==> src/rtl/int_ctrl_pkg.sv <==
// Shared constants and types for the interrupt controller.
package int_ctrl_pkg;

  localparam int unsigned DATA_W  = 16;
  localparam int unsigned ADDR_W  = 2;
  localparam int unsigned VEC_W   = 3;
  localparam int unsigned MAX_SRC = 8;
  localparam int unsigned GIE_BIT = 15;

  localparam logic [ADDR_W-1:0] ADDR_ENABLE = 2'b00;
  localparam logic [ADDR_W-1:0] ADDR_PEND   = 2'b01;
  localparam logic [ADDR_W-1:0] ADDR_INSVC  = 2'b10;
  localparam logic [ADDR_W-1:0] ADDR_RAW    = 2'b11;

  typedef enum logic [1:0] {
    ST_IDLE = 2'b00,
    ST_REQ  = 2'b01,
    ST_SVC  = 2'b10
  } state_e;

endpackage

==> src/rtl/int_ctrl_if.sv <==
// Zero-wait-state register bus between the CPU side and the interrupt controller.
interface int_ctrl_if;
  import int_ctrl_pkg::*;

  logic              i_sel;
  logic              i_we;
  logic              i_re;
  logic [ADDR_W-1:0] i_addr;
  logic [DATA_W-1:0] i_wdata;
  logic [DATA_W-1:0] o_rdata;
  logic              o_rdy;

  modport master (
    output i_sel, i_we, i_re, i_addr, i_wdata,
    input  o_rdata, o_rdy
  );

  modport slave (
    input  i_sel, i_we, i_re, i_addr, i_wdata,
    output o_rdata, o_rdy
  );
endinterface

==> src/rtl/int_ctrl_prio_enc.sv <==
// Lowest-index-wins priority encoder with a valid flag.
module prio_enc
  import int_ctrl_pkg::*;
#(
  parameter int unsigned N = 4
) (
  input  logic [N-1:0]     req_i,
  output logic [VEC_W-1:0] idx_c_o,
  output logic             valid_c_o
);

  // Scan from the top down so the lowest set index is the last to assign.
  always_comb begin
    idx_c_o   = '0;
    valid_c_o = |req_i;
    for (int i = int'(N) - 1; i >= 0; i--) begin
      if (req_i[i]) idx_c_o = VEC_W'(i);
    end
  end

endmodule

==> src/rtl/int_ctrl.sv <==
// Edge-triggered interrupt controller: pending/mask/gie registers, single
// outstanding request to the CPU with ack and EOI handshake.
module int_ctrl
  import int_ctrl_pkg::*;
#(
  parameter int unsigned N_SRC = 4
) (
  input  logic             i_clk,
  input  logic             i_rst_n,
  int_ctrl_if.slave        bus,
  input  logic [N_SRC-1:0] i_irq,
  input  logic             i_cpu_ack,
  output logic             o_cpu_irq,
  output logic [VEC_W-1:0] o_vec
);

  state_e             state_q;
  logic [VEC_W-1:0]   vec_q;
  logic               insvc_q;
  logic               irq_q;
  logic [N_SRC-1:0]   prev_q;
  logic [N_SRC-1:0]   pend_q, pend_d;
  logic [N_SRC-1:0]   mask_q;
  logic               gie_q;

  logic               wr_en;
  logic               eoi;
  logic               ack_take;
  logic [N_SRC-1:0]   rise;
  logic [N_SRC-1:0]   w1c;
  logic [N_SRC-1:0]   ack_clr;
  logic [N_SRC-1:0]   eligible;
  logic [MAX_SRC-1:0] elig_pad;
  logic [MAX_SRC-1:0] vec_onehot;
  logic [VEC_W-1:0]   win_idx;
  logic               win_valid;
  logic [DATA_W-1:0]  rdata_c;
  logic               unused_wdata;

  assign wr_en      = bus.i_sel & bus.i_we;
  assign eoi        = wr_en && (bus.i_addr == ADDR_INSVC);
  assign ack_take   = (state_q == ST_REQ) && i_cpu_ack;
  assign rise       = i_irq & ~prev_q;
  assign w1c        = (wr_en && (bus.i_addr == ADDR_PEND)) ? bus.i_wdata[N_SRC-1:0] : '0;
  assign vec_onehot = MAX_SRC'(1) << vec_q;
  assign ack_clr    = ack_take ? vec_onehot[N_SRC-1:0] : '0;
  assign eligible   = pend_q & mask_q & {N_SRC{gie_q}};
  assign elig_pad   = MAX_SRC'(eligible);
  assign unused_wdata = ^bus.i_wdata;

  // Clears apply first so a same-cycle rising edge always survives.
  assign pend_d = (pend_q & ~w1c & ~ack_clr) | rise;

  prio_enc #(.N(N_SRC)) u_prio_enc (
    .req_i     (eligible),
    .idx_c_o   (win_idx),
    .valid_c_o (win_valid)
  );

  // Edge history, pending bits and the enable register.
  always_ff @(posedge i_clk or negedge i_rst_n) begin
    if (!i_rst_n) begin
      prev_q <= '0;
      pend_q <= '0;
      mask_q <= '0;
      gie_q  <= 1'b0;
    end else begin
      prev_q <= i_irq;
      pend_q <= pend_d;
      if (wr_en && (bus.i_addr == ADDR_ENABLE)) begin
        mask_q <= bus.i_wdata[N_SRC-1:0];
        gie_q  <= bus.i_wdata[GIE_BIT];
      end
    end
  end

  // Request/ack/EOI handshake; ack beats a same-cycle withdrawal.
  always_ff @(posedge i_clk or negedge i_rst_n) begin
    if (!i_rst_n) begin
      state_q <= ST_IDLE;
      vec_q   <= '0;
      insvc_q <= 1'b0;
      irq_q   <= 1'b0;
    end else begin
      unique case (state_q)
        ST_IDLE: begin
          if (win_valid) begin
            vec_q   <= win_idx;
            state_q <= ST_REQ;
            irq_q   <= 1'b1;
          end
        end
        ST_REQ: begin
          if (i_cpu_ack) begin
            state_q <= ST_SVC;
            insvc_q <= 1'b1;
            irq_q   <= 1'b0;
          end else if (!elig_pad[vec_q]) begin
            state_q <= ST_IDLE;
            irq_q   <= 1'b0;
          end
        end
        ST_SVC: begin
          if (eoi) begin
            state_q <= ST_IDLE;
            insvc_q <= 1'b0;
          end
        end
        default: begin
          state_q <= ST_IDLE;
          irq_q   <= 1'b0;
        end
      endcase
    end
  end

  // Register readback, zero unless selected and reading.
  always_comb begin
    rdata_c = '0;
    if (bus.i_sel && bus.i_re) begin
      case (bus.i_addr)
        ADDR_ENABLE: begin
          rdata_c          = DATA_W'(mask_q);
          rdata_c[GIE_BIT] = gie_q;
        end
        ADDR_PEND:  rdata_c = DATA_W'(pend_q);
        ADDR_INSVC: rdata_c = {6'b0, state_q, insvc_q, 4'b0, vec_q};
        ADDR_RAW:   rdata_c = DATA_W'(i_irq);
        default:    rdata_c = '0;
      endcase
    end
  end

  assign bus.o_rdata = rdata_c;
  assign bus.o_rdy   = bus.i_sel;
  assign o_cpu_irq   = irq_q;
  assign o_vec       = vec_q;

endmodule

==> src/flat_wrapper.sv <==
// flat-port wrapper written by rule: the top's interface ports become plain ports
module int_ctrl_flat import int_ctrl_pkg::*;
#(
  parameter int unsigned N_SRC = 4
)
  (i_clk, i_rst_n, i_irq, i_cpu_ack, o_cpu_irq, o_vec, bus_i_sel, bus_i_we, bus_i_re, bus_i_addr, bus_i_wdata, bus_o_rdata, bus_o_rdy);
  int_ctrl_if bus_i ();
  input  logic i_clk;
  input  logic i_rst_n;
  input  logic [N_SRC-1:0] i_irq;
  input  logic i_cpu_ack;
  output logic o_cpu_irq;
  output logic [VEC_W-1:0] o_vec;
  input wire logic [$bits(bus_i.i_sel)-1:0] bus_i_sel;
  input wire logic [$bits(bus_i.i_we)-1:0] bus_i_we;
  input wire logic [$bits(bus_i.i_re)-1:0] bus_i_re;
  input wire logic [$bits(bus_i.i_addr)-1:0] bus_i_addr;
  input wire logic [$bits(bus_i.i_wdata)-1:0] bus_i_wdata;
  output wire logic [$bits(bus_i.o_rdata)-1:0] bus_o_rdata;
  output wire logic [$bits(bus_i.o_rdy)-1:0] bus_o_rdy;
  assign bus_i.i_sel = bus_i_sel;
  assign bus_i.i_we = bus_i_we;
  assign bus_i.i_re = bus_i_re;
  assign bus_i.i_addr = bus_i_addr;
  assign bus_i.i_wdata = bus_i_wdata;
  assign bus_o_rdata = bus_i.o_rdata;
  assign bus_o_rdy = bus_i.o_rdy;
  int_ctrl #(.N_SRC(N_SRC)) u_core (.i_clk(i_clk), .i_rst_n(i_rst_n), .bus(bus_i), .i_irq(i_irq), .i_cpu_ack(i_cpu_ack), .o_cpu_irq(o_cpu_irq), .o_vec(o_vec));
endmodule
==> config.mk <==
export PLATFORM = sky130hd
export DESIGN_NAME = int_ctrl_flat
export DESIGN_NICKNAME = d
export VERILOG_FILES = /design/src/rtl/int_ctrl_pkg.sv /design/src/rtl/int_ctrl_if.sv /design/src/rtl/int_ctrl_prio_enc.sv /design/src/rtl/int_ctrl.sv /design/src/flat_wrapper.sv
export SDC_FILE = /design/constraint.sdc
export NUM_CORES = 1
export LEC_CHECK = 0
export ABC_AREA = 1
export BUFFER_PORTS_ARGS = -buffer_cell sky130_fd_sc_hd__buf_2
export CAP_MARGIN = 20
export CORE_AREA = 2 2 73 75
export CTS_BUF_LIST = sky130_fd_sc_hd__clkbuf_8
export DETAILED_ROUTE_END_ITERATION = 8
export DIE_AREA = 0 0 75 77
export HOLD_SLACK_MARGIN = 0.06
export PLACE_DENSITY = 0.45
export REMOVE_ABC_BUFFERS = 1
export SLEW_MARGIN = 30
export SYNTH_ARGS = -nofsm -noshare
export SYNTH_HDL_FRONTEND = slang
export SYNTH_SLANG_ARGS = --single-unit
==> constraint.sdc <==
create_clock -name i_clk -period 1.4 [get_ports i_clk]
set_input_delay 0.07 -clock i_clk [delete_from_list [all_inputs] [get_ports i_clk]]
set_output_delay 0.07 -clock i_clk [all_outputs]
set_load 0.1 [all_outputs]
# Yosys cells after proc, flatten, opt, wreduce, memory -nomap -nowiden
# Index checks and enable logic that the tools add are counted.
[op_classes] reduce_logical=13 n_div=0 n_lt_le_gt_ge=1 muxes=22 multipliers=0 shift=1 bitwise=11 add_sub_neg=0 eq_ne=9
[ops] op="$pmux W16 S4" count=1
[ops] op="$and A4 B4 Y4" count=5
[ops] op="$mux W16" count=1
[ops] op="$not A4 Y4" count=3
[ops] op="$mux W2" count=5
[ops] op="$mux W3" count=3
[ops] op="$reduce_and A3 Y1" count=3
[ops] op="$mux W4" count=2
[ops] op="$eq A2 B2 Y1 const B" count=3
[ops] op="$mux W1" count=6
[ops] op="$pmux W2 S3" count=1
[ops] op="$logic_and A1 B1 Y1" count=5
[ops] op="$eq A2 B1 Y1 const B" count=2
[ops] op="$logic_not A2 Y1" count=2
[ops] op="$lt A3 B4 Y1 const B" count=1
[ops] op="$ne A2 B2 Y1 const B" count=2
[ops] op="$or A4 B4 Y4" count=1
[ops] op="$reduce_or A4 Y1" count=1
[ops] op="$shl A1 B3 Y4 const A" count=1
[ops] op="$bmux W1 S3" count=1
[ops] op="$ne A3 B3 Y1 const B" count=1
[ops] op="$pmux W1 S3" count=1
[ops] op="$ne A2 B1 Y1 const B" count=1
[ops] op="$pmux W1 S2" count=1
[ops] op="other kinds (4)" count=4
[totals] word_cells=65 romBits=0 latchBits=0 input_bits=28 reg_bits=20 ram_bits=0 memories=0 output_inout_bits=21

# Depth between registers and ports, before layout
# Gate-level depths: netlist of the first run.
[logic_depth] ltp_word=7 mapped_depth=9

# Cells and area by module
# From an unflattened synthesis of the first run, not the netlist that was laid out.
[unflattened] cells_unflattened=156 hier_area_um2=1209.9
[modules_own_cells] mod="int_ctrl" area_each_um2=1152.4 seq_area_each_um2=500.5 n_inst=1 cells_each=145
[modules_own_cells] mod="prio_enc" area_each_um2=57.6 seq_area_each_um2=0.0 n_inst=1 cells_each=11

# Least setup slack after synthesis of the first run
# Ideal clock, no wire load.
[synth_timing] path_type="register -> output" start="register u_core.gie_q" end="output bus_o_rdata[15]" path_buffers=0 path_stages_with_launch=3 required_time_ns=1.330 arrival_ns=3.291 setup_slack_ns=-1.961 cell_sequence="dfrtp_1 -> inv_1 -> nor4_1"
[synth_via] elab_chain_len=2
[synth_rtl] element="from (decl)" line_no="int_ctrl.sv:24" rtl="logic gie_q;"
[synth_rtl] element="from (signal assigned)" line_no="int_ctrl.sv:72" rtl="gie_q <= bus.i_wdata[GIE_BIT];"
[synth_rtl] element="$pmux W16 S4" line_no="int_ctrl.sv:121" rtl="case (bus.i_addr)"
[synth_rtl] element="$mux W16" line_no="int_ctrl.sv:120" rtl="if (bus.i_sel && bus.i_re) begin"
[synth_rtl] element="to (decl)" line_no="flat_wrapper.sv:19" rtl="output wire logic [$bits(bus_i.o_rdata)-1:0] bus_o_rdata;"
# Every way passes these cells. The select of a mux whose other input is x is not followed.

# Worst setup path after layout of the first run
[layout_timing] start="register u_core.vec_q[1], in the netlist u_core.o_vec[1]" end="output bus_o_rdata[1]"
[layout_via] elab_chain_len=2
[layout_rtl] element="from (decl)" line_no="int_ctrl.sv:18" rtl="logic [VEC_W-1:0] vec_q;"
[layout_rtl] element="from (signal assigned)" line_no="int_ctrl.sv:88" rtl="vec_q <= win_idx;"
[layout_rtl] element="$pmux W16 S4" line_no="int_ctrl.sv:121"
[layout_rtl] element="$mux W16" line_no="int_ctrl.sv:120"
# Every way passes these cells. The select of a mux whose other input is x is not followed.

==> impl_metrics.yaml, run 1 <==
synthesis:
  yosys_register_bits: 19
  yosys_warnings: 0
  async_flop_share_pct: 100.0
  syn_avg_cell_area_um2: 8.137
  synth_top_area_share_pct: 41.44
  yosysMostFrequentCell: "nand2_1"
  ys.flop_type: "dfrtp_1"
  ys_top_cells_by_count: "nand2_1 (29), dfrtp_1 (19), inv_1 (18), nand3_1 (12)"
  synth_top_area_cell: "dfrtp_1"
  postSynthCellCount: 141
  synth-edff-count: 0
  synthTopCellsByArea: "dfrtp_1 (41%), nand2_1 (9.5%), buf_4 (6.5%)"
  ys_types: 23
  synth_seq_area_share_pct: 41.44
  netlist_area_mm2: 0.001147
timing:
  clock.fmax_ghz: 0.7387
  hold_viol: 0
  post-route-period-util_pct: 96.70
  grt_setup_unrepaired: "true"
  setup_viol: 0
  slew_viol_final: 0
  fin_crit_ns: 1.354
  finClkSkew_ns: 0.001563
  setup_ws_ns: 0.04621
  fin_tns_setup_ns: 0
power_and_ir_drop:
  netSwitchingPower_w: 0.001254
  p_per_area_mw_per_mm2: 1545
  power_w: 0.002512
  p_sw_share_pct: 49.92
  combPwrFrac_pct: 52.0
  p_leak_nw: 0.8059
  seqPwrFrac_pct: 32.9
  ir_worst_vdd_mv: 1.116
  internal-power_w: 0.001258
  p_clk_share_pct: 15.1
worst_setup_path:
  crit_arrival_ns: 1.28
  cpPeakStageDelay_ns: 0.37
  worstSetupPathType: "flop to primary output"
  regToRegSetupSlack_ns: 0.17
  required_ns: 1.33
  r2r-start: "u_core.gie_q$_DFFE_PN0P_"
  cp-start-kind: "flop"
  cp_cell_sequence: "inv_2 > o21ai_2 > a21oi_2 > a21oi_2 > buf_12"
  rr_worst_depth: 6
  cp_common_cell: "a21oi_2"
  reg2reg_to: "u_core.o_vec[0]$_DFFE_PN0P_"
  crit_fanout: 3
  end_kind: "primary output"
  slowest_stage: "dfrtp_1"
finish:
  multiInputGateArea_um2: 559.3
  finalNonFillerCells: 252
  drive_gt1_share_pct: 33.52
  register_area_um2: 476.7
  diodes: 0
  syn_to_final_growth_pct: 41.66
  final_cell_area_mm2: 0.001625
  fillCellCount: 550
  fin_nets: 211
drt:
  dr_total_vias: 1009
  vias_per_cell: 4.004
  firstDrtPassIters: 4
  ant_nets: 0
  drt_wl_total_mm: 2.865
  drc_errors: 0
  drtIter0Drc: 63
  routedWlPerCell_um: 11.37
cts:
  cts-root-buf: "clkbuf_8"
  clkTransAtPathRegs_ns: 0.07
  htreeDepth: 1
  cts.sink_count: 19
  cts_tree: "built"
  cts_max_path_buffers: 2
  cts_buffers: 3
  clk_latency_ns: 0.25
floorplan:
  dieArea_mm2: 0.005775
  initial_core_util_pct: 23.05
  pin_count: 49
  core_region_area_mm2: 0.004977
  die_h_um: 77
  placementRows: 26
  die-width_um: 75
run_status:
  outcome: "finished clean"
place:
  dp_slack_ns: 0.1143
  portBuffers: 28
  gp_congestion: 0.8338
  dp.final_hpwl_mm: 2.195
  dpl-instance-area_mm2: 0.001458
  placed_cells: 239
global_route:
  grt_start_max_net_pins: 20
  grt_pass1_wl_mm: 4.995
  grt_pass1_vias: 1053
  gr-usage-all-layers_pct: 11.22
  antenna_found_initial: 0
  grt.overflow.total: 0
hold_path:
  hp-class: "primary input to flop"
  hold-path-endpoint: "u_core.pend_q[0]$_DFF_PN0_"
  worstHoldPathCells: 3
  hp-start: "i_irq[0]"
job:
  drv_cap: 0
## what timing repair did
action,in CTS,in global routing
gates resized for setup,4,8
hold buffers,8,0
endpoints found under the setup margin,4,5
buffers inserted,1,0
pin swaps,0,4
endpoints found under the hold margin,28,0
## power groups by stage
| stage | clock [W] | combinational [W] | sequential, W |
|---|---|---|---|
| finish | 0.000379 | 0.00131 | 0.000826 |
| global route | 0.000422 | 0.00145 | 0.000850 |
| CTS | 0.000406 | 0.00130 | 0.000817 |
| detailed placement | 0 | 0.00123 | 0.000837 |
| global placement | 0 | 0.00123 | 0.000834 |
| floorplan | 0 | 0.000651 | 0.00110 |
## how the worst max path moves through the flow
stage	start	endpoint	slack (ns)
2_1_floorplan	u_core.gie_q$_DFFE_PN0P_	bus_o_rdata[15]	-1.96
3_3_place_gp	bus_i_addr[0]	bus_o_rdata[1]	0.12
3_5_place_dp	bus_i_addr[0]	bus_o_rdata[0]	0.11
4_1_cts	u_core.gie_q$_DFFE_PN0P_	bus_o_rdata[15]	0.0007
5_1_grt	u_core.o_vec[1]$_DFFE_PN0P_	bus_o_rdata[1]	-0.03
6_report	u_core.o_vec[1]$_DFFE_PN0P_	bus_o_rdata[1]	0.05
## metrics by stage
step	utilization, %	hold WS, ns
after CTS	32.23	0.06223
after detailed placement	29.29	0.05115
after global placement	29.29	0.04544
after global routing	32.65	0.06379
final	32.65	0.06995
after floorplan	-	-0.2256
## cell type report
| type | count | share of cell area, % |
|---|---|---|
| inverters | 21 | 4.850 |
| flip-flops and latches | 19 | 29.33 |
| clock inverters | 1 | 0.2309 |
| well taps | 70 | 5.389 |
| multi-input cells | 97 | 34.41 |
| repair buffers | 41 | 23.25 |
| clock buffers | 3 | 2.540 |
## layout by cell type (no fill, tap or decap), drive strengths merged
cell type / n
inv: 22
o211ai: 5
nor4: 1
nand3: 12
o21bai: 1
a21oi: 7
nor2: 13
nand2: 30
mux2: 4
buf: 33
dlygate4sd3: 8
conb: 9
nor3: 6
o21ai: 9
dfrtp: 19
clkbuf: 3
## worst max-delay path, delay by kind of cell (launching register included)
| kind | cells | cell delay [ns] |
|---|---|---|
| flops | 1 | 0.37 |
| compound gates | 3 | 0.40 |
| buf+inv | 2 | 0.26 |
## cells by family (layout without fill, tap and decap cells)
family | Yosys count | count (layout) | share of synthesized area (%)
and+or+nand+nor | 62 | 62 | 26.39
other | 1 | 9 | 0.3268
AOI/OAI and AO/OA | 22 | 22 | 11.23
muxes | 4 | 4 | 5.235
DFF | 19 | 19 | 41.44
buffers and inverters | 33 | 66 | 15.38
## sequential cells by signal (all words and copies together), names as in the netlist
name,count
u_core.pend_q,4
u_core.o_cpu_irq,1
u_core.state_q,2
u_core.insvc_q,1
u_core.mask_q,4
u_core.gie_q,1
u_core.o_vec,2
u_core.prev_q,4
## routing by layer
layer  vias to the layer above  wire length (um)  track usage (%)
met3                         4               165            3.679
met1                       460              1303            14.96
met2                        27              1362            17.02
met5                         -                 0                0
li1                        518                 -                -
met4                         0                34            3.393
(Power assumes the default switching activity.)
==> run 2, diff against run 1 <==
--- a/config.mk
+++ b/config.mk
@@ -9,13 +9,12 @@
 export BUFFER_PORTS_ARGS = -buffer_cell sky130_fd_sc_hd__buf_2
 export CAP_MARGIN = 20
 export CORE_AREA = 2 2 73 75
-export CTS_BUF_LIST = sky130_fd_sc_hd__clkbuf_8
+export CTS_BUF_LIST = sky130_fd_sc_hd__clkbuf_2
 export DETAILED_ROUTE_END_ITERATION = 8
 export DIE_AREA = 0 0 75 77
 export HOLD_SLACK_MARGIN = 0.06
 export PLACE_DENSITY = 0.45
 export REMOVE_ABC_BUFFERS = 1
-export SLEW_MARGIN = 30
 export SYNTH_ARGS = -nofsm -noshare
 export SYNTH_HDL_FRONTEND = slang
 export SYNTH_SLANG_ARGS = --single-unit
==> constraint.sdc (replaced) <==
create_clock -name i_clk -period 1.67 [get_ports i_clk]
set_input_delay 0.0835 -clock i_clk [delete_from_list [all_inputs] [get_ports i_clk]]
set_output_delay 0.0835 -clock i_clk [all_outputs]
set_load 0.1 [all_outputs]
==> run 2 against run 1 <==
  * Power fell by 24%
  * Routed wire length decreased by 3.2%
  * Via count shrank 2.8%
  * Sequential power down 16%
  * Die area unchanged
  * Non-clock buffer count fell by 2
  * First-iteration DRC count decreased by 71%
  * Global-route usage is 0.44 points lower
  * Sequential cell count stayed put
  * Worst hold slack better by 0.15 ns
  * Sequential share of layout area rose by 2.1 points
  * Critical path type unchanged
  * Highest routed layer unchanged
==> impl_metrics.yaml, run 2 (synthesis gave the netlist of run 1 again) <==
run_status:
  outcome: "finished clean"
global_route:
  grt_pass1_vias: 1018
  gr-usage-all-layers_pct: 10.78
  antenna_found_initial: 0
  grt.overflow.total: 0
  grt_start_max_net_pins: 20
  grt_pass1_wl_mm: 4.788
worst_setup_path:
  cp_cell_sequence: "inv_1 > o21ai_2 > a21oi_1 > a21oi_2 > buf_12"
  rr_worst_depth: 6
  crit_path_start: "u_core.o_vec[1]$_DFFE_PN0P_"
  end_kind: "primary output"
  critPathCapture: "bus_o_rdata[1]"
  regToRegSetupSlack_ns: 0.44
  reg2reg_to: "u_core.o_vec[0]$_DFFE_PN0P_"
  worstSetupPathType: "flop to primary output"
  slowest_stage: "dfrtp_1"
  crit_fanout: 5
  r2r-start: "u_core.gie_q$_DFFE_PN0P_"
  cp-start-kind: "flop"
  cpPeakStageDelay_ns: 0.44
  required_ns: 1.59
  crit_arrival_ns: 1.45
cts:
  clk_latency_ns: 0.31
  cts_max_path_buffers: 2
  cts_tree: "built"
  cts_buffers: 3
  clkTransAtPathRegs_ns: 0.18
  cts_setup_buffers: 0
  cts.sink_count: 19
  cts-root-buf: "clkbuf_2"
  htreeDepth: 1
drt:
  dr_total_vias: 981
  ant_nets: 0
  vias_per_cell: 3.924
  drc_errors: 0
  routedWlPerCell_um: 11.10
  drtIter0Drc: 18
  drt_wl_total_mm: 2.774
  firstDrtPassIters: 4
floorplan:
  placementRows: 26
  dieArea_mm2: 0.005775
  core_region_area_mm2: 0.004977
  pin_count: 49
  die-width_um: 75
  initial_core_util_pct: 23.05
  die_h_um: 77
finish:
  mostFrequentLayoutCell: "nand2_1"
  fin_nets: 209
  fin_util_pct: 30.39
  drive_gt1_share_pct: 26.11
  fillCellCount: 553
  syn_to_final_growth_pct: 31.84
  diodes: 0
  layout_common_cells: "nand2_1 (29), buf_2 (21), dfrtp_1 (19)"
  reg_top3: "u_core.mask_q (4), u_core.pend_q (4), u_core.prev_q (4)"
hold_path:
  hp-class: "primary input to async pin"
power_and_ir_drop:
  p_sw_share_pct: 52.57
  internal-power_w: 0.0009109
  ir_worst_vdd_mv: 0.7262
  seqPwrFrac_pct: 36.2
  p_per_area_mw_per_mm2: 1270
  netSwitchingPower_w: 0.001010
  p_leak_nw: 0.7708
  combPwrFrac_pct: 53.1
  p_clk_share_pct: 10.7
timing:
  grt_setup_unrepaired: "true"
  fin_crit_ns: 1.535
  hold_viol: 0
  finClkSkew_ns: 0.01450
  clock.fmax_ghz: 0.6514
  post-route-period-util_pct: 91.93
  worst_hold_slack_ns: 0.2206
  setup_viol: 0
  fin_tns_setup_ns: 0
  slew_viol_final: 0
place:
  dp.final_hpwl_mm: 2.173
  portBuffers: 28
  gp_congestion: 0.8024
job:
  drv_cap: 0
run 2: cell types whose count changed in the layout (fill, tap and decap cells not counted), sizes merged:
| cell | previous run | this run |
|---|---|---|
| clkbuf | 3 | 6 |
| dlygate4sd3 | 8 | 11 |
| inv | 22 | 21 |
| buf | 33 | 26 |
run 2: critical path, delay by kind of cell (launching register included):
kind                   cells  cell delay [ns]
AOI/OAI and AO/OA          3             0.39
buffers and inverters      2             0.31
DFF                        1             0.44
run 2: routing by layer:
layer  vias up  global-route usage (%)  wire (um)  share of wire [%]
li1        518                       -          -                  -
met1       443                   13.87       1348                 49
met2        18                   17.54       1287                 46
met3         2                   2.760        116                4.2
met4         0                   3.036         21               0.76
met5         -                       0          0                  0
run 2: worst min-delay path by stage:
stage / slack (ns) / endpoint / startpoint / cells after the start
2_1_floorplan: -0.21 / u_core.gie_q$_DFFE_PN0P_ / i_rst_n / 0
3_3_place_gp: 0.06 / u_core.mask_q[1]$_DFFE_PN0P_ / i_rst_n / 1
3_5_place_dp: 0.06 / u_core.mask_q[1]$_DFFE_PN0P_ / i_rst_n / 1
4_1_cts: 0.21 / u_core.mask_q[3]$_DFFE_PN0P_ / i_rst_n / 2
5_1_grt: 0.24 / u_core.mask_q[3]$_DFFE_PN0P_ / i_rst_n / 2
6_report: 0.22 / u_core.mask_q[2]$_DFFE_PN0P_ / i_rst_n / 2
run 2: area by class of cell:
class,count,area [um2],share of cell area [%]
Inverter,21,78.83,5.211
Multi-Input combinational cell,97,533.0,35.24
Clock buffer,4,20.02,1.323
Tap cell,70,87.58,5.790
Sequential cell,19,475.5,31.43
Timing Repair Buffer,39,317.8,21.01
run 2: metrics by stage:
stage	area [um2]	total power (W)	setup WS, ns	instances
6_report	1513	0.001921	0.1348	250
5_1_grt	1513	0.002089	-0.03578	250
4_1_cts	1498	0.001950	0.003446	250
3_5_place_dp	1368	0.001709	0.3111	235
3_3_place_gp	1368	0.001708	0.3169	235
2_1_floorplan	1080	0.001466	-1.704	137
run 2: timing repair:
| action | CTS | global route |
|---|---|---|
| hold endpoints to repair | 33 | 0 |
| setup endpoints to repair | 0 | 5 |
| hold buffers | 11 | 0 |
| resized for setup | 0 | 6 |
run 2: power by group through the flow:
stage                     clock network (W)  registers (W)  logic [W]
after global routing               0.000235       0.000719    0.00114
after CTS                          0.000226       0.000696    0.00103
after floorplan                           0       0.000920   0.000546
after detailed placement                  0       0.000707    0.00100
final                              0.000205       0.000695    0.00102
after global placement                    0       0.000706    0.00100
==> run 3, diff against run 2 <==
--- a/config.mk
+++ b/config.mk
@@ -8,12 +8,12 @@
 export ABC_AREA = 1
 export BUFFER_PORTS_ARGS = -buffer_cell sky130_fd_sc_hd__buf_2
 export CAP_MARGIN = 20
-export CORE_AREA = 2 2 73 75
+export CORE_AREA = 2 2 61 63
 export CTS_BUF_LIST = sky130_fd_sc_hd__clkbuf_2
 export DETAILED_ROUTE_END_ITERATION = 8
-export DIE_AREA = 0 0 75 77
+export DIE_AREA = 0 0 63 65
 export HOLD_SLACK_MARGIN = 0.06
-export PLACE_DENSITY = 0.45
+export PLACE_DENSITY = 0.6
 export REMOVE_ABC_BUFFERS = 1
 export SYNTH_ARGS = -nofsm -noshare
 export SYNTH_HDL_FRONTEND = slang
==> run 3 against run 2 <==
  * Global-route usage increased by 3.6 points
  * Fmax decreased by 2.1%
  * Cell count decreased by 8.4%
  * Via count increased by 3.2%
  * First-iteration DRC count unchanged
  * Non-clock buffer count increased by 1
  * Clock skew decreased by 0.0082 ns
  * Combinational power about the same
  * Worst setup slack got worse by 0.033 ns
  * Register-to-register slack got worse by 0.06 ns
==> impl_metrics.yaml, run 3 (synthesis gave the netlist of run 1 again) <==
cts:
  cts-root-buf: "clkbuf_2"
  cts_buffers: 3
  clkTransAtPathRegs_ns: 0.19
  cts_tree: "built"
  htreeDepth: 1
  cts.sink_count: 19
  cts_max_path_buffers: 2
  clk_latency_ns: 0.32
timing:
  fin_tns_setup_ns: 0
  hold_viol: 0
  grt_setup_unrepaired: "false"
  worst_hold_slack_ns: 0.2164
  post-route-period-util_pct: 93.90
  setup_viol: 0
  fin_crit_ns: 1.568
  finClkSkew_ns: 0.006327
  slew_viol_final: 0
  clock.fmax_ghz: 0.6377
finish:
  mostFrequentLayoutCell: "nand2_1"
  final_cell_area_mm2: 0.001491
  reg_top3: "u_core.mask_q (4), u_core.pend_q (4), u_core.prev_q (4)"
  register_area_um2: 476.7
  multiInputGateArea_um2: 533.0
  diodes: 0
  syn_to_final_growth_pct: 29.99
  layout_common_cells: "nand2_1 (29), buf_2 (22), inv_1 (18), dfrtp_1 (18), nand3_1 (12)"
  fin_util_pct: 42.66
  fillCellCount: 390
  drive_gt1_share_pct: 27.07
  fin_nets: 210
place:
  gp_congestion: 0.7936
  portBuffers: 28
  dpl-instance-area_mm2: 0.001340
  dp.final_hpwl_mm: 2.036
drt:
  drt_wl_total_mm: 2.726
  drtIter0Drc: 18
  drc_errors: 0
  vias_per_cell: 4.419
  ant_nets: 0
  dr_total_vias: 1012
  routedWlPerCell_um: 11.90
  firstDrtPassIters: 4
power_and_ir_drop:
  p_per_area_mw_per_mm2: 1306
  ir_worst_vdd_mv: 0.8846
  netSwitchingPower_w: 0.001022
  power_w: 0.001947
  p_clk_share_pct: 11.2
  internal-power_w: 0.0009258
  combPwrFrac_pct: 53.2
  seqPwrFrac_pct: 35.6
  p_leak_nw: 0.7756
  p_sw_share_pct: 52.46
worst_setup_path:
  required_ns: 1.59
  crit_fanout: 5
  end_kind: "primary output"
  cp-start-kind: "flop"
  worstSetupPathType: "flop to primary output"
  crit_arrival_ns: 1.48
global_route:
  gr-usage-all-layers_pct: 14.35
  grt.overflow.total: 0
  antenna_found_initial: 0
  grt_pass1_vias: 1040
  grt_start_max_net_pins: 20
  grt_pass1_wl_mm: 4.574
floorplan:
  core_region_area_mm2: 0.003496
  die-width_um: 63
  placementRows: 22
  initial_core_util_pct: 32.82
  dieArea_mm2: 0.004095
  pin_count: 49
  die_h_um: 65
run_status:
  outcome: "finished clean"
hold_path:
  hp-class: "primary input to async pin"
job:
  drv_cap: 0
==> run 3: cell types whose count changed in the layout (fill, tap and decap cells not counted) <==
cell,before,now
buf_2,21,22
buf_4,1,2
clkbuf_4,2,1
dfrtp_1,19,18
dfrtp_2,0,1
==> run 3: worst max-delay path: stages (launching register included) <==
cell	delay, ns
dfrtp_1	0.46
inv_1	0.09
nor3_1	0.17
buf_2	0.45
==> run 3: what timing repair did <==
action                                 CTS  global route
endpoints found under the hold margin   33             0
setup endpoints to repair                1             4
hold buffers                            11             0
resized for setup                        1             4
buffers inserted                         0             1
==> run 3: power groups by stage <==
| stage | Combinational [W] | Sequential, W | Clock [W] |
|---|---|---|---|
| floorplan | 0.000546 | 0.000920 | 0 |
| global placement | 0.000992 | 0.000698 | 0 |
| detailed placement | 0.00100 | 0.000700 | 0 |
| CTS | 0.00102 | 0.000691 | 0.000227 |
| global route | 0.00114 | 0.000718 | 0.000243 |
| finish | 0.00104 | 0.000693 | 0.000218 |
==> run 3: path summary, 6_finish.rpt <==
check                           cells after the start                     startpoint  slack [ns]                     endpoint
worst max register to register                      6       u_core.gie_q$_DFFE_PN0P_        0.38  u_core.o_vec[0]$_DFFE_PN0P_
worst max-delay path                                3  u_core.state_q[1]$_DFFE_PN0P_        0.10               bus_o_rdata[9]
max in group asynchronous                           2                        i_rst_n        1.13     u_core.gie_q$_DFFE_PN0P_
min in group i_clk                                  6                       bus_i_we        0.26   u_core.pend_q[2]$_DFF_PN0_
worst min-delay path                                2                        i_rst_n        0.22   u_core.prev_q[3]$_DFF_PN0_
worst min register to register                      1     u_core.prev_q[2]$_DFF_PN0_        0.42   u_core.pend_q[2]$_DFF_PN0_
==> run 3: final cells by class <==
| class | count | area share [%] |
|---|---|---|
| flip-flops and latches | 19 | 31.96 |
| multi-input cells | 97 | 35.74 |
| well taps | 48 | 4.027 |
| repair buffers | 40 | 21.64 |
| inverters | 21 | 5.285 |
| clock buffers | 4 | 1.342 |
==> run 3: stage by stage <==
step	setup slack [ns]	cells
floorplan	-1.704	137
global placement	0.3039	213
detailed placement	0.2987	213
CTS	0.04263	228
global route	0.01141	229
finish	0.1019	229
==> run 3: layer usage <==
layer / routed length [um] / part of all wire [%] / vias up / global-route usage, %
met5: 0 / 0 / - / 0
met4: 63 / 2.3 / 0 / 6.944
met3: 94 / 3.4 / 6 / 2.431
met2: 1368 / 50 / 26 / 24.60
met1: 1199 / 44 / 464 / 17.47
li1: - / - / 516 / -
